## config.mk

```make
export PLATFORM = sky130hd
export DESIGN_NAME = adc_trig_capture_flat
export DESIGN_NICKNAME = d
export VERILOG_FILES = /design/src/rtl/adc_trig_capture_pkg.sv /design/src/rtl/adc_trig_capture_if.sv /design/src/rtl/adc_decim_strobe.sv /design/src/rtl/adc_trig_capture.sv /design/src/flat_wrapper.sv
export SDC_FILE = /design/constraint.sdc
export NUM_CORES = 1
export LEC_CHECK = 0
export BUFFER_PORTS_ARGS = -buffer_cell sky130_fd_sc_hd__buf_2
export CAP_MARGIN = 20
export CORE_MARGIN = 2
export CORE_UTILIZATION = 30
export DETAILED_ROUTE_END_ITERATION = 6
export GPL_TIMING_DRIVEN = 0
export PLACE_DENSITY = 0.45
export SETUP_SLACK_MARGIN = 0.1
export SYNTH_ARGS = -nofsm -noshare
export SYNTH_HDL_FRONTEND = slang
export SYNTH_HIERARCHICAL = 1
export SYNTH_SLANG_ARGS = --single-unit
```

## constraint.sdc

```tcl
create_clock -name clk -period 2.62 [get_ports clk]
set_input_delay 0.262 -clock clk [delete_from_list [all_inputs] [get_ports clk]]
set_output_delay 0.262 -clock clk [all_outputs]
set_load 0.02 [all_outputs]
```

## src/rtl/adc_trig_capture_pkg.sv

```systemverilog
// Shared definitions for the triggered ADC capture block: FSM encoding and the cfg word layout
// (the SPI config register map uses the same field positions).
package adc_trig_capture_pkg;

  typedef enum logic [2:0] {
    StIdle  = 3'd0,
    StPre   = 3'd1,
    StArmed = 3'd2,
    StPost  = 3'd3,
    StDone  = 3'd4
  } cap_state_e;

  localparam int unsigned SampleW     = 8;
  localparam int unsigned CfgLevelLsb = 0;
  localparam int unsigned CfgLevelW   = 8;
  localparam int unsigned CfgSrcBit   = 8;
  localparam int unsigned CfgEdgeBit  = 9;
  localparam int unsigned CfgPostLsb  = 10;
  localparam int unsigned CfgPostW    = 11;
  localparam int unsigned CfgDecLsb   = 24;
  localparam int unsigned CfgDecW     = 8;

  function automatic logic is_busy(input cap_state_e st);
    return st inside {StPre, StArmed, StPost};
  endfunction

endpackage

```

## src/rtl/adc_trig_capture_if.sv

```systemverilog
// Capture buffer write port plus the trigger pointer handed to the SPI buffer reader.
interface adc_trig_capture_if #(
  parameter int unsigned AW = 11
) ();

  logic          mem_we;
  logic [AW-1:0] mem_waddr;
  logic [15:0]   mem_wdata;
  logic [AW:0]   trig_addr;

  modport master (
    output mem_we,
    output mem_waddr,
    output mem_wdata,
    output trig_addr
  );

  modport slave (
    input mem_we,
    input mem_waddr,
    input mem_wdata,
    input trig_addr
  );

endinterface

```

## src/rtl/adc_decim_strobe.sv

```systemverilog
// Decimation strobe generator: one strobe every (dec+1) clocks, restartable by clr.
module adc_decim_strobe
  import adc_trig_capture_pkg::*;
(
  input  logic               clk,
  input  logic               rst,
  input  logic               clr,
  input  logic [CfgDecW-1:0] dec,
  output logic               strobe
);

  logic [CfgDecW-1:0] cnt_q, cnt_d;

  // >= keeps the strobe alive if dec is lowered below the running count
  assign strobe = (cnt_q >= dec);

  always_comb begin
    cnt_d = cnt_q + CfgDecW'(1);
    if (clr || strobe) begin
      cnt_d = '0;
    end
  end

  always_ff @(posedge clk or posedge rst) begin
    if (rst) begin
      cnt_q <= '0;
    end else begin
      cnt_q <= cnt_d;
    end
  end

endmodule

```

## src/rtl/adc_trig_capture.sv

```systemverilog
// Triggered two-channel ADC capture into a circular buffer with pre/post-trigger windows.
// Optional ADC_AUTO_TRIG_EN adds an auto-trigger after AUTO_TO idle ARMED strobes.
module adc_trig_capture
  import adc_trig_capture_pkg::*;
#(
  parameter int unsigned AW      = 11,
  parameter int unsigned AUTO_TO = 1048576
) (
  input  logic                      clk,
  input  logic                      rst,
  input  logic [SampleW-1:0]        adc_a,
  input  logic [SampleW-1:0]        adc_b,
  input  logic [31:0]               cfg,
  input  logic                      arm,
  adc_trig_capture_if.master        mem,
  output logic                      busy,
  output logic                      done
);

  localparam int unsigned Depth = 2 ** AW;

  logic [CfgLevelW-1:0] level;
  logic                 src_b;
  logic                 rising;
  logic [CfgPostW-1:0]  post;
  logic [CfgDecW-1:0]   dec;
  logic                 unused_cfg;

  assign level      = cfg[CfgLevelLsb +: CfgLevelW];
  assign src_b      = cfg[CfgSrcBit];
  assign rising     = cfg[CfgEdgeBit];
  assign post       = cfg[CfgPostLsb +: CfgPostW];
  assign dec        = cfg[CfgDecLsb +: CfgDecW];
  assign unused_cfg = ^cfg[CfgDecLsb-1:CfgPostLsb+CfgPostW];

  cap_state_e           state_q, state_d;
  logic [AW:0]          pre_cnt_q, pre_cnt_d, pre_inc, pre_target;
  logic [CfgPostW:0]    post_cnt_q, post_cnt_d, post_inc, post_ext;
  logic [AW-1:0]        wptr_q;
  logic [SampleW-1:0]   prev_q, sel;
  logic                 prev_valid_q;
  logic                 we_q;
  logic [AW-1:0]        waddr_q;
  logic [15:0]          wdata_q;
  logic [AW:0]          trig_q, trig_d;
  logic                 strobe, write_en, edge_hit, auto_fire;

  adc_decim_strobe u_decim (
    .clk    (clk),
    .rst    (rst),
    .clr    (arm),
    .dec    (dec),
    .strobe (strobe)
  );

  // Pre-trigger fill: whatever the post window leaves of the buffer, never negative.
  always_comb begin
    if (32'(post) >= Depth - 1) begin
      pre_target = '0;
    end else begin
      pre_target = (AW+1)'(Depth - 1 - 32'(post));
    end
  end

  assign pre_inc  = pre_cnt_q + (AW+1)'(1);
  assign post_inc = post_cnt_q + (CfgPostW+1)'(1);
  assign post_ext = {1'b0, post};
  assign sel      = src_b ? adc_b : adc_a;

  // An arm cycle never writes; it only restarts the capture.
  assign write_en = strobe && is_busy(state_q) && !arm;

  always_comb begin
    edge_hit = 1'b0;
    if (prev_valid_q) begin
      if (rising) begin
        edge_hit = (prev_q < level) && (sel >= level);
      end else begin
        edge_hit = (prev_q >= level) && (sel < level);
      end
    end
  end

`ifdef ADC_AUTO_TRIG_EN
  localparam int unsigned ToW = $clog2(AUTO_TO + 1);

  logic [ToW-1:0] to_cnt_q;

  assign auto_fire = (to_cnt_q == ToW'(AUTO_TO));

  always_ff @(posedge clk or posedge rst) begin
    if (rst) begin
      to_cnt_q <= '0;
    end else if (arm || (state_q != StArmed)) begin
      to_cnt_q <= '0;
    end else if (strobe && !auto_fire) begin
      to_cnt_q <= to_cnt_q + ToW'(1);
    end
  end
`else
  logic [31:0] unused_auto_to;

  assign unused_auto_to = AUTO_TO;
  assign auto_fire      = 1'b0;
`endif

  always_comb begin
    state_d    = state_q;
    pre_cnt_d  = pre_cnt_q;
    post_cnt_d = post_cnt_q;
    trig_d     = trig_q;
    if (arm) begin
      state_d    = StPre;
      pre_cnt_d  = '0;
      post_cnt_d = '0;
      trig_d[AW] = 1'b0;
    end else begin
      unique case (state_q)
        StIdle, StDone: begin
        end
        StPre: begin
          if (pre_target == '0) begin
            state_d = StArmed;
          end else if (strobe) begin
            pre_cnt_d = pre_inc;
            if (pre_inc >= pre_target) begin
              state_d = StArmed;
            end
          end
        end
        StArmed: begin
          if (strobe && (edge_hit || auto_fire)) begin
            trig_d     = {1'b1, wptr_q};
            post_cnt_d = '0;
            // With no post window the trigger sample is the last write.
            state_d    = (post == '0) ? StDone : StPost;
          end
        end
        StPost: begin
          if (post == '0) begin
            state_d = StDone;
          end else if (strobe) begin
            post_cnt_d = post_inc;
            if (post_inc >= post_ext) begin
              state_d = StDone;
            end
          end
        end
        default: state_d = StIdle;
      endcase
    end
  end

  always_ff @(posedge clk or posedge rst) begin
    if (rst) begin
      state_q      <= StIdle;
      pre_cnt_q    <= '0;
      post_cnt_q   <= '0;
      trig_q       <= '0;
      wptr_q       <= '0;
      we_q         <= 1'b0;
      waddr_q      <= '0;
      wdata_q      <= '0;
      prev_q       <= '0;
      prev_valid_q <= 1'b0;
    end else begin
      state_q    <= state_d;
      pre_cnt_q  <= pre_cnt_d;
      post_cnt_q <= post_cnt_d;
      trig_q     <= trig_d;
      we_q       <= write_en;
      if (write_en) begin
        waddr_q <= wptr_q;
        wdata_q <= {adc_b, adc_a};
        wptr_q  <= wptr_q + AW'(1);
      end
      if (arm) begin
        prev_valid_q <= 1'b0;
      end else if (strobe) begin
        prev_q       <= sel;
        prev_valid_q <= 1'b1;
      end
    end
  end

  assign mem.mem_we    = we_q;
  assign mem.mem_waddr = waddr_q;
  assign mem.mem_wdata = wdata_q;
  assign mem.trig_addr = trig_q;
  assign busy          = is_busy(state_q);
  assign done          = (state_q == StDone);

endmodule

```

## src/flat_wrapper.sv

```systemverilog
// flat-port wrapper written by rule: the top's interface ports become plain ports
module adc_trig_capture_flat import adc_trig_capture_pkg::*;
#(
  parameter int unsigned AW      = 11,
  parameter int unsigned AUTO_TO = 1048576
)
  (clk, rst, adc_a, adc_b, cfg, arm, busy, done, mem_mem_we, mem_mem_waddr, mem_mem_wdata, mem_trig_addr);
  adc_trig_capture_if #(.AW(AW)) mem_i ();
  input  logic clk;
  input  logic rst;
  input  logic [SampleW-1:0] adc_a;
  input  logic [SampleW-1:0] adc_b;
  input  logic [31:0] cfg;
  input  logic arm;
  output logic busy;
  output logic done;
  output wire logic [$bits(mem_i.mem_we)-1:0] mem_mem_we;
  output wire logic [$bits(mem_i.mem_waddr)-1:0] mem_mem_waddr;
  output wire logic [$bits(mem_i.mem_wdata)-1:0] mem_mem_wdata;
  output wire logic [$bits(mem_i.trig_addr)-1:0] mem_trig_addr;
  assign mem_mem_we = mem_i.mem_we;
  assign mem_mem_waddr = mem_i.mem_waddr;
  assign mem_mem_wdata = mem_i.mem_wdata;
  assign mem_trig_addr = mem_i.trig_addr;
  adc_trig_capture #(.AW(AW), .AUTO_TO(AUTO_TO)) u_core (.clk(clk), .rst(rst), .adc_a(adc_a), .adc_b(adc_b), .cfg(cfg), .arm(arm), .mem(mem_i), .busy(busy), .done(done));
endmodule
```

==> results.txt, run 1 <==
The routed design has 14200 microns of wire. At the later pin of the worst-skew pair, clock insertion delay measures roughly 0.34 ns. The number of global-route vias before repair is roughly 4700. The max-slew violation count came out at 0. The worst setup path is captured at a flip-flop. The startpoint-to-endpoint class of the critical path is flip-flop to flip-flop. Walking the worst path, the cells encountered are ha_4, and3_4, and3_4, buf_4, xor2_1, ha_2, a21o_1, a2111oi_2, nand2_1, a41oi_2, a2111oi_4, mux2_4. The number of cell instances on the worst register-to-register path is 12.

On the final layout, the worst clock skew is a little under 0.006 ns. In the final layout, the share of cells above drive strength 1 is approximately two fifths. Along the worst path, the maximum fanout reaches 4. Averaged over all synthesized cells, the footprint is around 10 sq um. The worst-case clock buffer depth is 2. TritonCTS built the clock tree. The Yosys warning count came out at 6. The starting utilization of the core area is 30.5%. The max-capacitance violation count is 0. The total standard cell area after synthesis is 0.00569 sq mm. The number of buffers added by the clock tree synthesis step is 9.

The floorplan step defined a core boundary enclosing ~0.019 sq mm. The count of port buffers added during placement is 88. For the pin with the worst max-slew slack, the measured transition is 0.669 ns. Headroom to the max-slew limit came out at between 50% and 60%. The sum of negative setup slack is -0.431 ns.

The worst supply voltage drop on vdd is about 0.39 mV. The number of iterations in the first detailed-routing pass came out at 4. The floorplan die area came out at 0.0201 sq mm. The I/O pin count is 93. The run finished, with violations left. The maximum clock frequency is around 0.36 GHz.

Setup repair after global routing could not meet its margin everywhere. Routability-driven placement finished with a final weighted congestion of a little over 0.8. The analysis attributes to cell leakage a power of between 3 and 4 nW. The data arrival time of the worst path is approximately 3.0 ns. The number of antenna cells inserted is 0. The starting DRC count in detailed routing is roughly 200. Counting flops with a built-in enable in the synthesized netlist gives 0. Once layout is done, the placed cells without fillers occupy 0.00767 sq mm. The pin count of the biggest net entering global routing is 57. In this run the worst hold path is classified as input port to flip-flop. After detailed routing, the number of remaining DRC violations is 0. The power per cell area came out at 542 mW/mm^2. The width of the die came out at 142 microns.

The wire length of the first global-routing pass came out at between 20000 and 25000 microns. On the critical path, the stage with the largest delay is an instance of sky130_fd_sc_hd__dfrtp_2. After layout, the design draws a total of a little over 0.004 W. STA classifies the critical path startpoint as a flip-flop.

In this design, the stage delay of the slowest critical-path cell is between 0.4 and 0.5 ns. The final critical delay including setup and external delays came out at 2.79 ns. The level count of the clock H-tree is 3. The smallest setup slack after layout came out at -0.173 ns.

The average via count per standard cell is ~4.8. The tree is rooted in a sky130_fd_sc_hd__clkbuf_16. The worst slack after detailed placement came out at -0.694 ns. The final reports fail on setup timing. The number of clock sinks came out at 95. The die height is around 140 microns. For this run, the register share of the synthesized area comes to around two fifths. The endpoint required time on the critical path is about 2.9 ns. The clock edge transition at the registers on the reported setup and hold paths is ~0.070 ns. In this run the most critical hold path is launched from adc_a[5]. The count of cell types in the netlist came out at 56. The final hold violation count came to 0. Once placement finished, the instance area stood at between 0.006 and 0.007 sq mm. The count of filler cells inserted in the layout came out at between 1500 and 2000. The number of nets produced by synthesis is 645. The number of flip-flops and latches in the synthesized netlist is 95. The final core area utilization is between 40% and 50%. In this run the critical register-to-register path is captured at u_core/state_q[2].

The floorplan has 50 rows. The area added between synthesis and finish came out at 34.8%. Synthesis produced between 500 and 600 cells.

The number of instances on the worst hold path is 2. The total via count in the routed design came out at 4454. The area fraction of the dominant cell type after synthesis is 41.8%. The overall fraction of global-route tracks in use came out at about 15%. The initial antenna violation count came out at 0.

The cell that appears most often on the critical path is sky130_fd_sc_hd__and3_4. The largest area contributor in the synthesized netlist is sky130_fd_sc_hd__dfrtp_1. The post-layout net count is 796. By area the synthesized netlist is led by sky130_fd_sc_hd__dfrtp_1 (42%), sky130_fd_sc_hd__ha_1 (11%), sky130_fd_sc_hd__mux2_2 (6.3%), sky130_fd_sc_hd__xor2_1 (3.7%), sky130_fd_sc_hd__xnor2_1 (3.4%). The most instantiated flip-flop cell in the synthesis netlist is sky130_fd_sc_hd__dfrtp_1.

The final setup violation count is 3. The worst reg-to-reg setup slack came out at -0.17 ns. In the synthesized netlist the async set-or-reset flop fraction comes to 100%. The fraction of the cycle the final worst path needs is 107%. The number of nets with antenna violations after detailed routing came out at 0. The overflow left after global routing came out at 0. The startpoint of the worst-slack reg-to-reg timing path is u_core/pre_cnt_q[1]. The routed length per placed instance came out at around 15 microns. The HPWL after detailed placement is between 10000 and 15000 microns. The worst hold path terminates at u_core/mem.mem_wdata[5].
-- worst max-delay path: cells and delay by family (launching register included) --
kind	cells	cell delay, ns
AO/OA/AOI/OAI	4	0.82
flip-flops	1	0.44
multiplexers	1	0.33
adder cells (fa/ha/maj)	2	0.36
buffers and inverters	1	0.14
XOR/XNOR	1	0.14
AND/OR/NAND/NOR	3	0.44
-- power by group --
group          switching, W  total, W  internal (W)
Clock              0.000586   0.00142      0.000838
Sequential        0.0000969   0.00170       0.00161
Combinational      0.000575   0.00103      0.000456
-- kinds of logic (layout without fill, tap and decap cells) --
family | after synthesis | count (layout) | share of synthesized area (%)
buffers and inverters | 64 | 219 | 4.53
AND/OR/NAND/NOR | 166 | 166 | 15.0
adder cells (fa/ha/maj) | 50 | 50 | 11.0
XOR/XNOR | 46 | 46 | 7.08
AO/OA/AOI/OAI | 59 | 59 | 7.50
flip-flops | 95 | 95 | 41.8
multiplexers | 64 | 64 | 13.1
-- per-layer routing --
metal,global-route usage [%],up-vias,share of wire [%]
met5,0,-,0
li1,-,2209,-
met1,18.4,2143,46
met3,3.14,15,3.6
met2,25.6,87,49
met4,3.84,0,1.2
-- Yosys cell counts, types with 2 or more instances --
| master | number |
|---|---|
| sky130_fd_sc_hd__dfrtp_1 | 95 |
| sky130_fd_sc_hd__ha_1 | 50 |
| sky130_fd_sc_hd__nand2_1 | 44 |
| sky130_fd_sc_hd__inv_1 | 39 |
| sky130_fd_sc_hd__nor2_1 | 39 |
| sky130_fd_sc_hd__mux2_2 | 32 |
| sky130_fd_sc_hd__xor2_1 | 24 |
| sky130_fd_sc_hd__nand3_1 | 23 |
| sky130_fd_sc_hd__xnor2_1 | 22 |
| sky130_fd_sc_hd__nand4_1 | 20 |
| sky130_fd_sc_hd__a21oi_1 | 15 |
| sky130_fd_sc_hd__clkbuf_1 | 14 |
| sky130_fd_sc_hd__mux2_1 | 14 |
| sky130_fd_sc_hd__o21ai_0 | 11 |
| sky130_fd_sc_hd__mux2_4 | 9 |
| sky130_fd_sc_hd__mux2i_1 | 9 |
| sky130_fd_sc_hd__buf_2 | 8 |
| sky130_fd_sc_hd__nor3_1 | 7 |
| sky130_fd_sc_hd__and3_1 | 6 |
| sky130_fd_sc_hd__a21o_1 | 5 |
| sky130_fd_sc_hd__o211ai_1 | 5 |
| sky130_fd_sc_hd__or3_1 | 5 |
| sky130_fd_sc_hd__o21ai_1 | 4 |
| sky130_fd_sc_hd__nand2b_1 | 3 |
| sky130_fd_sc_hd__nor2b_1 | 3 |
| sky130_fd_sc_hd__a2111oi_2 | 2 |
| sky130_fd_sc_hd__a31oi_1 | 2 |
| sky130_fd_sc_hd__a32oi_1 | 2 |
| sky130_fd_sc_hd__nor4_2 | 2 |
| sky130_fd_sc_hd__o21a_1 | 2 |
| sky130_fd_sc_hd__or4_1 | 2 |
| sky130_fd_sc_hd__or4_4 | 2 |
-- what timing repair did --
action                                  CTS  global route
buffers inserted                         33            16
hold buffers                              1             0
pin swaps                                22            22
hold endpoints to repair                 39             0
endpoints found under the setup margin   82            72
gates resized for setup                  47            38
gates cloned                              2             1
-- placed cells by master (no fill, tap or decap), types with 3 or more instances in the layout --
| cell type | synthesis | final |
|---|---|---|
| sky130_fd_sc_hd__a21oi_2 | 0 | 5 |
| sky130_fd_sc_hd__buf_4 | 0 | 43 |
| sky130_fd_sc_hd__nand2b_1 | 3 | 3 |
| sky130_fd_sc_hd__clkbuf_1 | 14 | 12 |
| sky130_fd_sc_hd__buf_12 | 0 | 3 |
| sky130_fd_sc_hd__inv_1 | 39 | 38 |
| sky130_fd_sc_hd__a21oi_1 | 15 | 9 |
| sky130_fd_sc_hd__xnor2_1 | 22 | 18 |
| sky130_fd_sc_hd__or3_1 | 5 | 4 |
| sky130_fd_sc_hd__ha_2 | 0 | 3 |
| sky130_fd_sc_hd__xor2_1 | 24 | 24 |
| sky130_fd_sc_hd__clkbuf_16 | 0 | 11 |
| sky130_fd_sc_hd__xnor2_2 | 0 | 4 |
| sky130_fd_sc_hd__ha_4 | 0 | 8 |
| sky130_fd_sc_hd__nand4_1 | 20 | 20 |
| sky130_fd_sc_hd__mux2i_1 | 9 | 9 |
| sky130_fd_sc_hd__buf_6 | 1 | 9 |
| sky130_fd_sc_hd__nor3_1 | 7 | 7 |
| sky130_fd_sc_hd__and3_4 | 0 | 3 |
| sky130_fd_sc_hd__o21ai_0 | 11 | 8 |
| sky130_fd_sc_hd__a21o_1 | 5 | 5 |
| sky130_fd_sc_hd__o211ai_1 | 5 | 5 |
| sky130_fd_sc_hd__buf_2 | 8 | 92 |
| sky130_fd_sc_hd__dfrtp_1 | 95 | 89 |
| sky130_fd_sc_hd__and3_1 | 6 | 3 |
| sky130_fd_sc_hd__mux2_2 | 32 | 31 |
| sky130_fd_sc_hd__mux2_4 | 9 | 15 |
| sky130_fd_sc_hd__nand2_1 | 44 | 41 |
| sky130_fd_sc_hd__ha_1 | 50 | 39 |
| sky130_fd_sc_hd__mux2_1 | 14 | 9 |
| sky130_fd_sc_hd__dfrtp_2 | 0 | 6 |
| sky130_fd_sc_hd__nand3_1 | 23 | 19 |
| sky130_fd_sc_hd__nand3_4 | 0 | 3 |
| sky130_fd_sc_hd__nor2_1 | 39 | 37 |
| sky130_fd_sc_hd__o21ai_1 | 4 | 5 |
-- worst max path at each step --
stage	start	end	slack, ns
floorplan	cfg[8]	u_core/mem.trig_addr[0]	-0.14
global placement	rst	u_core/pre_cnt_q[0]	-1.55
detailed placement	u_core/u_decim/cnt_q[0]	u_core/mem.mem_wdata[12]	-0.69
CTS	u_core/post_cnt_q[1]	u_core/state_q[0]	-0.15
global route	u_core/pre_cnt_q[1]	u_core/state_q[2]	-0.28
finish	u_core/pre_cnt_q[1]	u_core/state_q[2]	-0.17
-- stage by stage --
stage / cells / hold WS, ns
floorplan: 544 / 0.0777
global placement: 866 / 0.226
detailed placement: 867 / 0.262
CTS: 917 / 0.128
global route: 933 / 0.132
finish: 933 / 0.142
-- registers in the layout, indices dropped and copies added, names as in the netlist --
signal / count
u_core/mem.mem_we: 1
u_core/pre_cnt_q: 12
u_core/mem.mem_wdata: 16
u_core/prev_valid_q: 1
u_core/state_q: 3
u_core/mem.mem_waddr: 11
u_core/wptr_q: 11
u_core/mem.trig_addr: 12
u_core/u_decim/cnt_q: 8
u_core/post_cnt_q: 12
u_core/prev_q: 8
-- cell type report --
| type | instances | area, sq um | area share [%] |
|---|---|---|---|
| buffer | 23 | 166 | 2.17 |
| clock inverter | 6 | 93.8 | 1.22 |
| timing repair buffer | 141 | 915 | 11.9 |
| inverter | 40 | 153 | 1.99 |
| multi-input combinational | 385 | 3440 | 44.8 |
| sequential | 95 | 2380 | 31.1 |
| tap | 234 | 293 | 3.82 |
| clock buffer | 9 | 225 | 2.94 |
(Power assumes the default switching activity.)
==> run 2: changes to the inputs <==
- CORE_ASPECT_RATIO: unset -> 0.5
==> run 2 against run 1 <==
Against the previous run:
- the run still ends with setup timing left
- first-iteration DRC count is 12% higher
- critical endpoint unchanged
- clock power is 6% lower
- power is 1.4% lower
- sequential cell count stayed put
- die area is 0.33% higher
- highest routed layer is now met5
- global-route usage is 0.10 points higher
- sequential power hardly changed
==> results.txt, run 2 (same netlist as run 1, synthesis figures left out) <==
The count of placed standard cells in the final layout, fillers left out is 983. The cell internal power dissipation came out at 0.00275 W. The total via count in the routed design came out at approximately 4600. In this run the worst hold path is classified as input port to flip-flop. Headroom to the max-slew limit came out at about half.

The portion of total power attributed to combinational logic is 25.5%. Wires add up to 15100 microns. The power per cell area came out at approximately 500 mW/mm^2. The starting DRC count in detailed routing is around 230. The number of placed instances, taps included, is 892. The HPWL after detailed placement is approximately 10000 microns.

The area added between synthesis and finish came out at 43.3%. Clock tree synthesis found a total of 95 sinks. Cells with a size suffix above 1 make up between 40% and 50% of the layout. The clock group share of total power is 32.8%. The endpoint required time on the critical path is approximately 2.9 ns. The count of port buffers added during placement is just under 90.

The maximum clock frequency is 0.366 GHz. After clock tree synthesis, the clock-pin slew on the worst setup and hold paths is around 0.08 ns. The insertion delay of the later-clocked pin in the worst-skew pair came out at 0.35 ns. The core region is 0.0185 sq mm. The number of iterations in the first detailed-routing pass is 4. The final reports fail on setup timing. The average via count per standard cell is 4.65.

The routability-driven placement congestion ratio came out at 0.772. The leakage component of the power came out at ~4 nW. The switching share of total power came out at roughly a third. For the pin with the worst max-slew slack, the measured transition is roughly 0.74 ns. The level count of the clock H-tree is 3. After detailed routing, the number of remaining DRC violations is 0. STA classifies the critical path endpoint as a flip-flop. The number of nets with antenna violations after detailed routing is 0.

The overflow left after global routing is 0. The I/O pin count is 93. The top cell types in the final layout, fill and taps aside, are sky130_fd_sc_hd__buf_2 (91), sky130_fd_sc_hd__dfrtp_1 (89), sky130_fd_sc_hd__buf_4 (53), sky130_fd_sc_hd__ha_1 (41), sky130_fd_sc_hd__mux2_4 (40). The width of the die came out at a little under 200 microns. Once the floorplan was initialized, standard cells occupied between 30% and 40% of the core. The max-capacitance violation count is 0. The overall fraction of global-route tracks in use is ~15%.

In this run the core area contains 35 standard-cell rows. The data arrival time of the worst path came out at roughly 3.0 ns. The multi-input combinational cells in the finished layout cover a total of about 0.0036 sq mm.

Setup repair after global routing could not meet its margin everywhere. The smallest setup slack after layout came out at -0.116 ns. TritonCTS built the clock tree.

The final hold violation count was 0. The floorplan die area came out at 0.0201 sq mm. Dividing the final minimum period by the clock period gives 104%. At the placement stage, the worst setup path has a slack of -0.996 ns. From bottom edge to top edge, the die measures a little over 100 microns. The run finished, with violations left. In this run the worst path has a maximum fanout of 4. The net switching power is between 0.001 and 0.0015 W. The library cell used most frequently in the layout, excluding fill and tap cells, is sky130_fd_sc_hd__buf_2. The pin count of the biggest net entering global routing came out at 47. The count of filler cells inserted in the layout is ~1800. The worst-case IR drop observed on VDD is between 0.3 and 0.4 mV. The first global-routing pass estimated roughly 23000 microns of wire. The register with the most flip-flops in the layout has 16 of them. By startpoint and endpoint, the worst setup path is classified as flip-flop to flip-flop. The routed length per placed instance is roughly 15 microns. The portion of total power attributed to sequential cells is 41.7%. The type of element launching the critical path is a flip-flop. The worst-case clock buffer depth is 2. The post-layout net count is 818. The largest clock skew in the final design came out at 0.0124 ns.

The post-layout total power came out at just over 0.004 W. The routed design could run at a clock period as short as approximately 2.7 ns. The max-slew violation count came to 0.

The final core area utilization is 44.1%. The initial antenna violation count came out at 3. The area of all sequential standard cells is 0.00238 sq mm. The number of global-route vias before repair came out at between 4000 and 5000. The final setup violation count is 25. The root buffer cell chosen for the clock tree is sky130_fd_sc_hd__clkbuf_16. The number of buffers added by the clock tree synthesis step is 9.
==> run 2: changes by cell type in the layout (fill, tap and decap cells not counted), sizes merged <==
cell      change
clkinv        -1
buf          +20
bufinv        -2
diode         +2
inv           +3
clkinvlp      +1
clkbuf        +2
==> run 2: path summary, 6_finish.rpt <==
kind                                startpoint                      end  cells after the start  slack [ns]
max reg2reg                u_core/pre_cnt_q[0]        u_core/state_q[2]                     11       -0.12
max                        u_core/pre_cnt_q[0]        u_core/state_q[2]                     11       -0.12
min in group asynchronous                  rst  u_core/u_decim/cnt_q[5]                      3        0.43
min                                   adc_a[2]  u_core/mem.mem_wdata[2]                      2        0.15
max in group asynchronous                  rst  u_core/mem.trig_addr[1]                      4        1.41
min reg2reg                   u_core/prev_q[0]         u_core/prev_q[0]                      2        0.49
==> run 2: repair_timing <==
item                                    in CTS  in global routing
hold buffers                                 1                  0
resized for setup                           61                 94
hold endpoints to repair                     8                  0
endpoints found under the setup margin      86                 76
pin swaps                                   26                 20
setup buffers                               48                 22
gates cloned                                 1                  2
==> run 2: cell type report <==
type | count | area share, %
Antenna cell | 2 | 0.0614
Buffer | 24 | 2.41
Inverter | 40 | 1.87
Sequential cell | 95 | 29.2
Multi-Input combinational cell | 385 | 44.7
Timing Repair Buffer | 162 | 14.1
Clock buffer | 9 | 2.76
Clock inverter | 7 | 0.875
Tap cell | 259 | 3.97
==> run 2: per-stage QoR <==
step,setup TNS [ns],hold WS [ns],instance area (sq um)
6_report,-1.22,0.152,8150
5_1_grt,-3.93,0.145,8150
4_1_cts,-0.867,0.126,7530
3_5_place_dp,-48.43,0.262,6590
3_3_place_gp,-168.62,0.247,6560
2_1_floorplan,-1.37,0.0777,5790
==> run 2: power by group through the flow <==
stage	combinational, W	sequential (W)	clock, W
finish	0.00104	0.00171	0.00134
global route	0.00115	0.00173	0.00145
CTS	0.000962	0.00170	0.00140
detailed placement	0.000911	0.00173	0
global placement	0.000900	0.00172	0
floorplan	0.000537	0.00181	0
==> run 2: routing by layer <==
layer	wire [microns]	global-route usage (%)	vias to the layer above	share of wire [%]
met5	16	0	-	0.11
met4	121	3.10	2	0.80
met3	651	4.40	11	4.3
met2	6590	23.0	71	44
met1	7710	20.3	2223	51
li1	-	-	2260	-
==> run 2: critical path, stage by stage, from the launching register on <==
cell and delay [ns]:
sky130_fd_sc_hd__dfrtp_2 0.41, sky130_fd_sc_hd__ha_4 0.16, sky130_fd_sc_hd__and3_4 0.20, sky130_fd_sc_hd__and3_4 0.21, sky130_fd_sc_hd__nand3_2 0.09, sky130_fd_sc_hd__xnor2_2 0.15
sky130_fd_sc_hd__ha_1 0.32, sky130_fd_sc_hd__a2111oi_2 0.30, sky130_fd_sc_hd__nand2_1 0.10, sky130_fd_sc_hd__a41oi_2 0.27, sky130_fd_sc_hd__a2111oi_4 0.08, sky130_fd_sc_hd__mux2_1 0.34
